$ cat config.mk
export PLATFORM = sky130hd
export DESIGN_NAME = cpu_press_gen
export DESIGN_NICKNAME = d
export VERILOG_FILES = /design/src/rtl/cpu_press_gen.sv
export SDC_FILE = /design/constraint.sdc
export NUM_CORES = 1
export LEC_CHECK = 0
export BUFFER_PORTS_ARGS = -buffer_cell sky130_fd_sc_hd__buf_2
export CAP_MARGIN = 10
export CORE_MARGIN = 5
export CORE_UTILIZATION = 53
export DETAILED_ROUTE_END_ITERATION = 7
export MAX_ROUTING_LAYER = met4
export PLACE_DENSITY = 0.88
export SLEW_MARGIN = 20
export SYNTH_ARGS = -nofsm -noshare
export SYNTH_HDL_FRONTEND = slang
export SYNTH_SLANG_ARGS = --single-unit
$ cat constraint.sdc
create_clock -name clk -period 2.3 [get_ports clk]
set_clock_uncertainty 0.05 [all_clocks]
set_input_delay 0.345 -clock clk [delete_from_list [all_inputs] [get_ports clk]]
set_output_delay 0.345 -clock clk [all_outputs]
set_load 0.02 [all_outputs]
$ cat src/rtl/cpu_press_gen.sv
// Computer-player key press generator: turns LFSR words into timed presses.
// Optional press counter output is enabled by defining CPU_PRESS_STATS_EN.
module cpu_press_gen #(
  parameter int WIDTH         = 10,
  parameter int SAMPLE_PERIOD = 1024,
  parameter int PRESS_CYCLES  = 4,
  parameter int COOL_CYCLES   = 8
) (
  input  logic             clk,
  input  logic             rst,
  input  logic             en,
  input  logic [WIDTH-1:0] rnd,
  input  logic [WIDTH-2:0] thresh,
  output logic             press,
  output logic             press_pulse,
  output logic             busy
`ifdef CPU_PRESS_STATS_EN
  ,
  output logic [7:0]       press_cnt
`endif
);

  localparam int DIV_W  = (SAMPLE_PERIOD > 1) ? $clog2(SAMPLE_PERIOD) : 1;
  localparam int HOLD_W = (PRESS_CYCLES > 1) ? $clog2(PRESS_CYCLES) : 1;
  localparam int COOL_W = (COOL_CYCLES > 1) ? $clog2(COOL_CYCLES) : 1;

  localparam logic [DIV_W-1:0]  DIV_LAST  = DIV_W'(SAMPLE_PERIOD - 1);
  localparam logic [HOLD_W-1:0] HOLD_LOAD = HOLD_W'(PRESS_CYCLES - 1);
  localparam logic [COOL_W-1:0] COOL_LOAD = COOL_W'((COOL_CYCLES > 0) ? COOL_CYCLES - 1 : 0);

  typedef enum logic [1:0] {
    IDLE = 2'd0,
    HOLD = 2'd1,
    COOL = 2'd2
  } state_t;

  state_t            r_state;
  logic [DIV_W-1:0]  r_div_cnt;
  logic [HOLD_W-1:0] r_hold_cnt;
  logic [COOL_W-1:0] r_cool_cnt;
  logic              r_press;
  logic              r_press_pulse;
  logic              r_busy;

  logic w_strobe;
  logic w_hit;
  logic w_start;

  assign w_strobe = en & (r_div_cnt == DIV_LAST);
  assign w_hit    = w_strobe & (rnd < {1'b0, thresh});
  // Hits outside IDLE are dropped rather than queued.
  assign w_start  = w_hit & (r_state == IDLE);

  always_ff @(posedge clk or negedge rst) begin
    if (!rst) begin
      r_div_cnt <= '0;
    end else if (!en || (r_div_cnt == DIV_LAST)) begin
      r_div_cnt <= '0;
    end else begin
      r_div_cnt <= r_div_cnt + 1'b1;
    end
  end

  always_ff @(posedge clk or negedge rst) begin
    if (!rst) begin
      r_state       <= IDLE;
      r_hold_cnt    <= '0;
      r_cool_cnt    <= '0;
      r_press       <= 1'b0;
      r_press_pulse <= 1'b0;
      r_busy        <= 1'b0;
    end else begin
      r_press_pulse <= 1'b0;
      case (r_state)
        IDLE: begin
          if (w_start) begin
            r_state       <= HOLD;
            r_hold_cnt    <= HOLD_LOAD;
            r_press       <= 1'b1;
            r_press_pulse <= 1'b1;
            r_busy        <= 1'b1;
          end
        end
        HOLD: begin
          if (r_hold_cnt == '0) begin
            r_press <= 1'b0;
            if (COOL_CYCLES > 0) begin
              r_state    <= COOL;
              r_cool_cnt <= COOL_LOAD;
              r_busy     <= 1'b1;
            end else begin
              r_state <= IDLE;
              r_busy  <= 1'b0;
            end
          end else begin
            r_hold_cnt <= r_hold_cnt - 1'b1;
          end
        end
        COOL: begin
          if (r_cool_cnt == '0) begin
            r_state <= IDLE;
            r_busy  <= 1'b0;
          end else begin
            r_cool_cnt <= r_cool_cnt - 1'b1;
          end
        end
        default: begin
          r_state <= IDLE;
          r_press <= 1'b0;
          r_busy  <= 1'b0;
        end
      endcase
    end
  end

  assign press       = r_press;
  assign press_pulse = r_press_pulse;
  assign busy        = r_busy;

`ifdef CPU_PRESS_STATS_EN
  logic [7:0] r_press_cnt;

  // Counts in step with press_pulse and saturates instead of wrapping.
  always_ff @(posedge clk or negedge rst) begin
    if (!rst) begin
      r_press_cnt <= 8'd0;
    end else if (w_start && (r_press_cnt != 8'hFF)) begin
      r_press_cnt <= r_press_cnt + 8'd1;
    end
  end

  assign press_cnt = r_press_cnt;
`endif

endmodule

==> results of run 1 <==
## cells by family (layout without fill, tap and decap cells)
family          count (synthesis)  after routing  share of synthesized area [%]
buf+inv                        15             43                           4.80
flops                          20             20                           42.7
simple gates                   45             45                           19.0
compound gates                 22             22                           13.0
mux                             1              1                          0.960
xor+xnor                        9              9                           6.72
fa+ha+maj                      12             12                           12.8
## critical path, cell delays in order (launching register included)
cell	delay, ps
dfrtp_1	520
or4b_1	570
a211oi_2	230
o311ai_2	200
o31ai_2	250
## worst paths after layout
kind                                                  end                    from
worst max-delay path            r_hold_cnt[0]$_DFFE_PN0P_  r_state[0]$_DFFE_PN0P_
max in group asynchronous          r_div_cnt[2]$_DFF_PN0_                     rst
worst min register to register     r_div_cnt[0]$_DFF_PN0_  r_div_cnt[0]$_DFF_PN0_
worst max register to register  r_hold_cnt[0]$_DFFE_PN0P_  r_state[0]$_DFFE_PN0P_
min in group asynchronous       r_hold_cnt[1]$_DFFE_PN0P_                     rst
worst min-delay path               r_div_cnt[4]$_DFF_PN0_                      en
## metal layers
layer | GRT usage (%) | vias to the layer above | part of all wire [%]
met1 | 18.8 | 464 | 42
met5 | - | - | 0
met4 | 2.65 | 0 | 0.63
met3 | 4.30 | 6 | 4.6
met2 | 30.0 | 32 | 53
li1 | - | 478 | -
## area by class of cell
cell class              instances  area, µm²
well taps                      28       35.0
repair buffers                 25        130
flip-flops and latches         20        500
clock inverters                 1       30.0
inverters                      14       52.6
clock buffers                   3       22.5
fillers                       199        783
multi-input cells              89        616
## power by group through the flow
stage	logic, W	registers, W	clock network [W]
after floorplan	0.0000370	0.000365	0
after global placement	0.0000667	0.000366	0
after detailed placement	0.0000711	0.000366	0
after CTS	0.0000729	0.000359	0.000292
after global routing	0.0000837	0.000360	0.000308
final	0.0000716	0.000359	0.000289
## cell usage after synthesis
library cell / n
o21ai_0: 9
o31ai_2: 1
xor2_1: 5
nor3_1: 3
nand2_1: 12
nand4_1: 4
o311ai_2: 1
xnor2_1: 4
a21oi_1: 5
o221ai_1: 1
clkbuf_1: 1
nor2b_1: 1
and2b_1: 1
and2_1: 3
ha_1: 12
a211oi_2: 1
nand3_1: 2
mux2_2: 1
nand2b_1: 3
and3_1: 2
dfrtp_1: 20
o311ai_0: 2
nand4b_1: 1
o21a_1: 1
a21o_1: 1
or4b_1: 1
inv_1: 14
nor2_1: 12
## timing repair
action,in CTS,in global routing
hold buffers,1,0
endpoints found under the hold margin,20,0
setup buffers,0,0
## placed cells by master, fill, tap and decap left out, types with 4 or more instances in the layout
cell type / instances
inv_1: 14
nand4_1: 4
xor2_1: 5
nand2_1: 12
a21oi_1: 5
ha_1: 12
nor2_1: 12
dfrtp_1: 20
buf_2: 24
xnor2_1: 4
o21ai_0: 9
## flip-flops by register name (all words and copies together) (netlist names)
name / count
busy: 1
press: 1
press_pulse: 1
r_cool_cnt: 3
r_div_cnt: 10
r_hold_cnt: 2
r_state: 2
## through the flow
| stage | hold WS, ps | setup WS [ps] | power [W] | utilization (%) | cells |
|---|---|---|---|---|---|
| after global routing | 242 | 275 | 0.000752 | 63.9 | 180 |
| after floorplan | -0.591 | 583 | 0.000402 | - | 124 |
| after CTS | 249 | 380 | 0.000724 | 63.9 | 180 |
| final | 266 | 385 | 0.000719 | 63.9 | 180 |
| after global placement | 252 | 433 | 0.000432 | 61.0 | 175 |
| after detailed placement | 263 | 386 | 0.000437 | 61.0 | 175 |
==> metrics, run 1 <==
Initial Util=approximately 54%; syn_nets=158; Cells after Synth=124; via/cell ratio=between 5 and 6; sequential power share=49.9%; Register-to-Register Path Depth=4; clk_lat worst skew=300 ps; number of global-route vias before repair=977; run status=finished, final reports clean; Pre-antenna DRT Iters=5; Die ar.=3250 µm²; Max Buffers Root-to-Sink=2; Cell Rows=17; grt ovf=0; #FFs+latches synth=20; NumNets Final=between 150 and 200; crit path max fanout=13; CP Capture Type=flop; initial DRC count=16; top-area cell type share of the netlist area=42.7%; final WL=approximately 2.4 mm; number of synthesis warnings=0; final instance area=1390 µm²; Max Freq=0.522 GHz; Seq/Total Area, Yosys=42.7%; LEAKAGE=0.706 nW; Final Hold Vio Count=0; Clk pin slew, worst setup/hold paths=around 120 ps; total track usage=16.7%; worst min-delay path category=in -> reg; critical path arrival=2080 ps; Final ANT Viol Nets=0; TNS Setup=0 ps; switch share=21.4%; Pwr Density=between 500 and 600 nW/µm²; largest net degree at the start of global routing=21; post-synthesis cell area=1170 µm²; vias=980; gp weighted congestion=0.817; Final setup viols=0; switching pwr=0.000154 W; crit path kind=reg -> reg; measured slew at the worst slew-check pin=470 ps; Int Pwr=around 0.00057 W; core area=roughly 2200 µm²; H-tree depth=1; number of buffers created by CTS=3; period utilization=83.2%; r2r setup slk=390 ps; VDD IR max=0.468 mV; DRC Markers=0; Synth-to-Final Area Change=18.2%; final slew viol count=0; first-pass GRT wire length=4.23 mm; TritonCTS Sinks=20; Synth area leaders=dfrtp_1 43%, ha_1 13%, inv_1 4.5%, o21ai_0 3.8%, nand2_1 3.8%; crit start category=flop; initial antenna violation count=0; RSZ-0062 raised after global routing=false; die height=57.0 µm; WHS Path Cells=2; Die Width=57.0 µm; Buffers on Ports=24; Worst EP required=between 2000 and 2500 ps; Comb pwr share=10.0%; DPL Wire Length=approximately 1.9 mm; Max-Slew Margin vs Limit=68.6%; post-CTS sizing=0; Avg WL per Cell=13.3 µm; max-cap violation count=0; Root Buffer=clkbuf_4; Clock Power Share=40.1%; antenna cell count=0; Synth Area per Inst=between 9 and 10 µm²; share of cells above drive strength 1=21.1%; Tmin final=1910 ps; # IOs=25; placed cell areas=roughly 1300 µm²; CTS tree=done; Cell variety after synth=28; Synth area leader=dfrtp_1
Power figures use the tool's default switching activity.
==> inputs of run 2 (changes only) <==
ABC_AREA = 1   (was default)
CORE_UTILIZATION = 54   (was 53)
PLACE_DENSITY = 0.89   (was 0.88)
clock period = 1.8 ns   (was 2.3 ns; I/O delays follow)
==> run 2 against run 1 <==
Effect of this change: clock power decreased by 9.3%; global-route usage increased by 0.96 points; register-to-register slack got worse by 190 ps; routed wire length increased by 7.0%; combinational power increased by 34%; worst setup slack got worse by 190 ps; largest power group unchanged.
==> metrics, run 2 <==
Top Metal Used=met4; wire length on met2=1.38 mm (+8.9%); Power Total=0.000816 W (+13%); Slowest cell on crit path=dfrtp_1; Seq/Total Area, Yosys=40.3% (-2.4 points); worst min-delay path category=in -> reg; Register-to-Register Path Depth=8 (+4); Initial Util=56.2% (+2.1 points); DPL Wire Length=2.10 mm (+11%); post-synthesis cell area=1240 µm² (+6.0%); number of synthesis warnings=0 (unchanged); TritonCTS Sinks=20 (unchanged); RSZ-0062 raised after global routing=false; final slew viol count=0 (unchanged); reg2reg start=r_div_cnt[0]$_DFF_PN0_; WHS Path Cells=3 (+1); Avg WL per Cell=11.7 µm (-12%); r2r setup slk=200 ps (-190 ps); Final Hold Vio Count=0 (unchanged); Synth Area per Inst=7.72 µm² (-18%); Min-Delay Endpoint=r_div_cnt[8]$_DFF_PN0_; Worst EP required=1950 ps (-510 ps); gp weighted congestion=0.807 (-1.2%); NumNets Final=225 (+20%); grt ovf=0 (unchanged); VDD IR max=0.527 mV (+12%); largest net degree at the start of global routing=21 (unchanged); #FFs+latches synth=20 (unchanged); Max stage delay on crit path=400 ps (-170 ps); initial DRC count=33 (+17); Cells after Synth=161 (+30%); LEAKAGE=0.806 nW (+14%); die height=58.0 µm (+1.6%); critical path arrival=1750 ps (-330 ps); Final setup viols=0 (unchanged); postcts setup bufs=0 (unchanged); number of global-route vias before repair=1,183 (+21%); Final ANT Viol Nets=0 (unchanged); total track usage=17.6% (+0.96 points); post-CTS sizing=0 (unchanged); Die Width=58.0 µm (+1.6%); Pre-antenna DRT Iters=4 (-1); syn_nets=195 (+23%); FF-to-FF End=r_hold_cnt[0]$_DFFE_PN0P_; Top cell by count, worst path=nand2_1; area occupied by multi-input gates=618 µm² (+0.41%); CP Depth=8 (+4); most frequent cells after synthesis=39 x nand2_1, 31 x inv_1, 20 x dfrtp_1, 20 x nor2_1, 12 x ha_1; Max Buffers Root-to-Sink=2 (unchanged); Top Family by Delay on Critical Path=simple AND/OR/NAND/NOR gates; clk_lat worst skew=300 ps (about the same); max FFs per register=10 (unchanged); measured slew at the worst slew-check pin=449 ps (-20.8 ps); ys async rst share=100% (unchanged); period utilization=89.2% (+5.9 points); # IOs=25 (unchanged); Max Freq=0.623 GHz (+19%); Synth area leaders=dfrtp_1 40%, ha_1 12%, nand2_1 12%, inv_1 9.4%, nor2_1 6.0%; Buf+Inv Stages, Crit Path=0 (unchanged); hold wc startpoint=en; top_reg_cell synth=dfrtp_1; crit path max fanout=5 (-8); WL met1=1.05 mm (+5.5%); cell chain of the critical path=ha_1 -> nand2_1 -> nor2_4 -> nand3b_1 -> nor2_1 -> nand4_1 -> nand3_1 -> nand2_1; Synth-to-Final Area Change=16.2%; Post-synth EDFFs=0 (unchanged); final WL=2.55 mm (+7.0%); Synth area leader=dfrtp_1; antenna cell count=0 (unchanged); crit start category=flop; Cell variety after synth=23 (-18%); Root Buffer=clkbuf_4; most frequent cell after synthesis=nand2_1; crit path kind=reg -> reg; Register Area=500 µm² (unchanged); most frequent cells in the layout=39 x nand2_1, 31 x inv_1, 24 x buf_2; placed cell areas=1400 µm² (+5.6%); final instance area=1440 µm² (+4.2%); max-cap violation count=0 (unchanged); initial antenna violation count=0 (unchanged); Pwr Density=565 nW/µm² (+8.8%); Clk pin slew, worst setup/hold paths=120 ps (about the same); CP Capture Type=flop; DRC Markers=0 (unchanged); most common cell after layout, fill and taps aside=nand2_1; met3 wire len=88 µm (-20%); via/cell ratio=5.10 (-6.3%); CTS tree=done; Die ar.=3360 µm² (+3.3%); first-pass GRT wire length=4.61 mm (+9.0%); core area=2210 µm² (+2.0%); share of cells above drive strength 1=21.1% (unchanged); Max-Slew Margin vs Limit=70.0% (+1.4 points); Regs by FF count=r_div_cnt: 10 flops, r_cool_cnt: 3 flops; Cell Rows=17 (unchanged); largest register by flop count=r_div_cnt; run status=finished, final reports clean; number of buffers created by CTS=3 (unchanged); TNS Setup=0 ps (unchanged); Tmin final=1600 ps (-310 ps); H-tree depth=1 (unchanged); top-area cell type share of the netlist area=40.3% (-2.4 points); Fill cells=197 (-1.0%); Buffers on Ports=24 (unchanged); vias=1,112 (+13%)
==> run 2: metrics by stage <==
step | utilization (%) | worst slack (ps) | hold slack [ps] | cells
after floorplan | - | 401 | -75.6 | 161
after global placement | 63.2 | 271 | 178 | 213
after detailed placement | 63.2 | 120 | 190 | 213
after CTS | 65.3 | 200 | 149 | 218
after global routing | 65.3 | 32.4 | 175 | 218
final | 65.3 | 195 | 159 | 218
==> run 2: final cells by class <==
cell class / count / share of cell area, %
multi-input combinational: 108 / 42.8
sequential: 20 / 34.7
timing repair buffer: 25 / 9.01
inverter: 33 / 8.58
clock buffer: 4 / 2.51
tap: 28 / 2.43
==> run 2: worst max path at each step <==
stage / end / slack (ps) / startpoint
floorplan: press$_DFFE_PN0P_ / 400 / r_div_cnt[0]$_DFF_PN0_
global placement: r_hold_cnt[1]$_DFFE_PN0P_ / 270 / rnd[5]
detailed placement: r_hold_cnt[0]$_DFFE_PN0P_ / 120 / rnd[5]
CTS: press$_DFFE_PN0P_ / 200 / r_div_cnt[0]$_DFF_PN0_
global route: busy$_DFFE_PN0P_ / 30 / r_div_cnt[0]$_DFF_PN0_
finish: r_hold_cnt[0]$_DFFE_PN0P_ / 200 / r_div_cnt[0]$_DFF_PN0_
==> run 2: cell families (layout without fill, tap and decap cells) <==
logic type | Yosys count | count (layout) | share of synthesized area, %
xor gates and xnor gates | 2 | 2 | 1.41
adders and majority gates | 12 | 12 | 12.1
AOI/OAI and AO/OA | 11 | 11 | 4.83
buffers and inverters | 33 | 62 | 9.97
and+or+nand+nor | 83 | 83 | 31.4
DFF | 20 | 20 | 40.3
==> run 2: power breakdown <==
group	internal (W)	total [W]	switching [W]	leakage, nW
Clock	0.000123	0.000262	0.000139	0.0210
Sequential	0.000454	0.000458	0.00000370	0.277
Combinational	0.0000419	0.0000958	0.0000539	0.508
Total	0.000619	0.000816	0.000196	0.806
==> run 2: layer usage <==
metal | vias up | global-route usage, %
met3 | 6 | 4.68
met4 | 0 | 3.31
met2 | 23 | 32.3
met5 | - | -
met1 | 524 | 19.1
li1 | 559 | -
==> run 2: timing repair <==
action | 4_1_cts | 5_1_grt
hold endpoints to repair | 20 | 0
hold buffers | 1 | 0
setup endpoints to repair | 0 | 0
==> run 2: worst register-to-register path: stages, from the launching register on <==
cell and delay (ps):
dfrtp_1 400, ha_1 170, nand2_1 90, nor2_4 160
nand3b_1 120, nor2_1 120, nand4_1 200, nand3_1 130
nand2_1 60
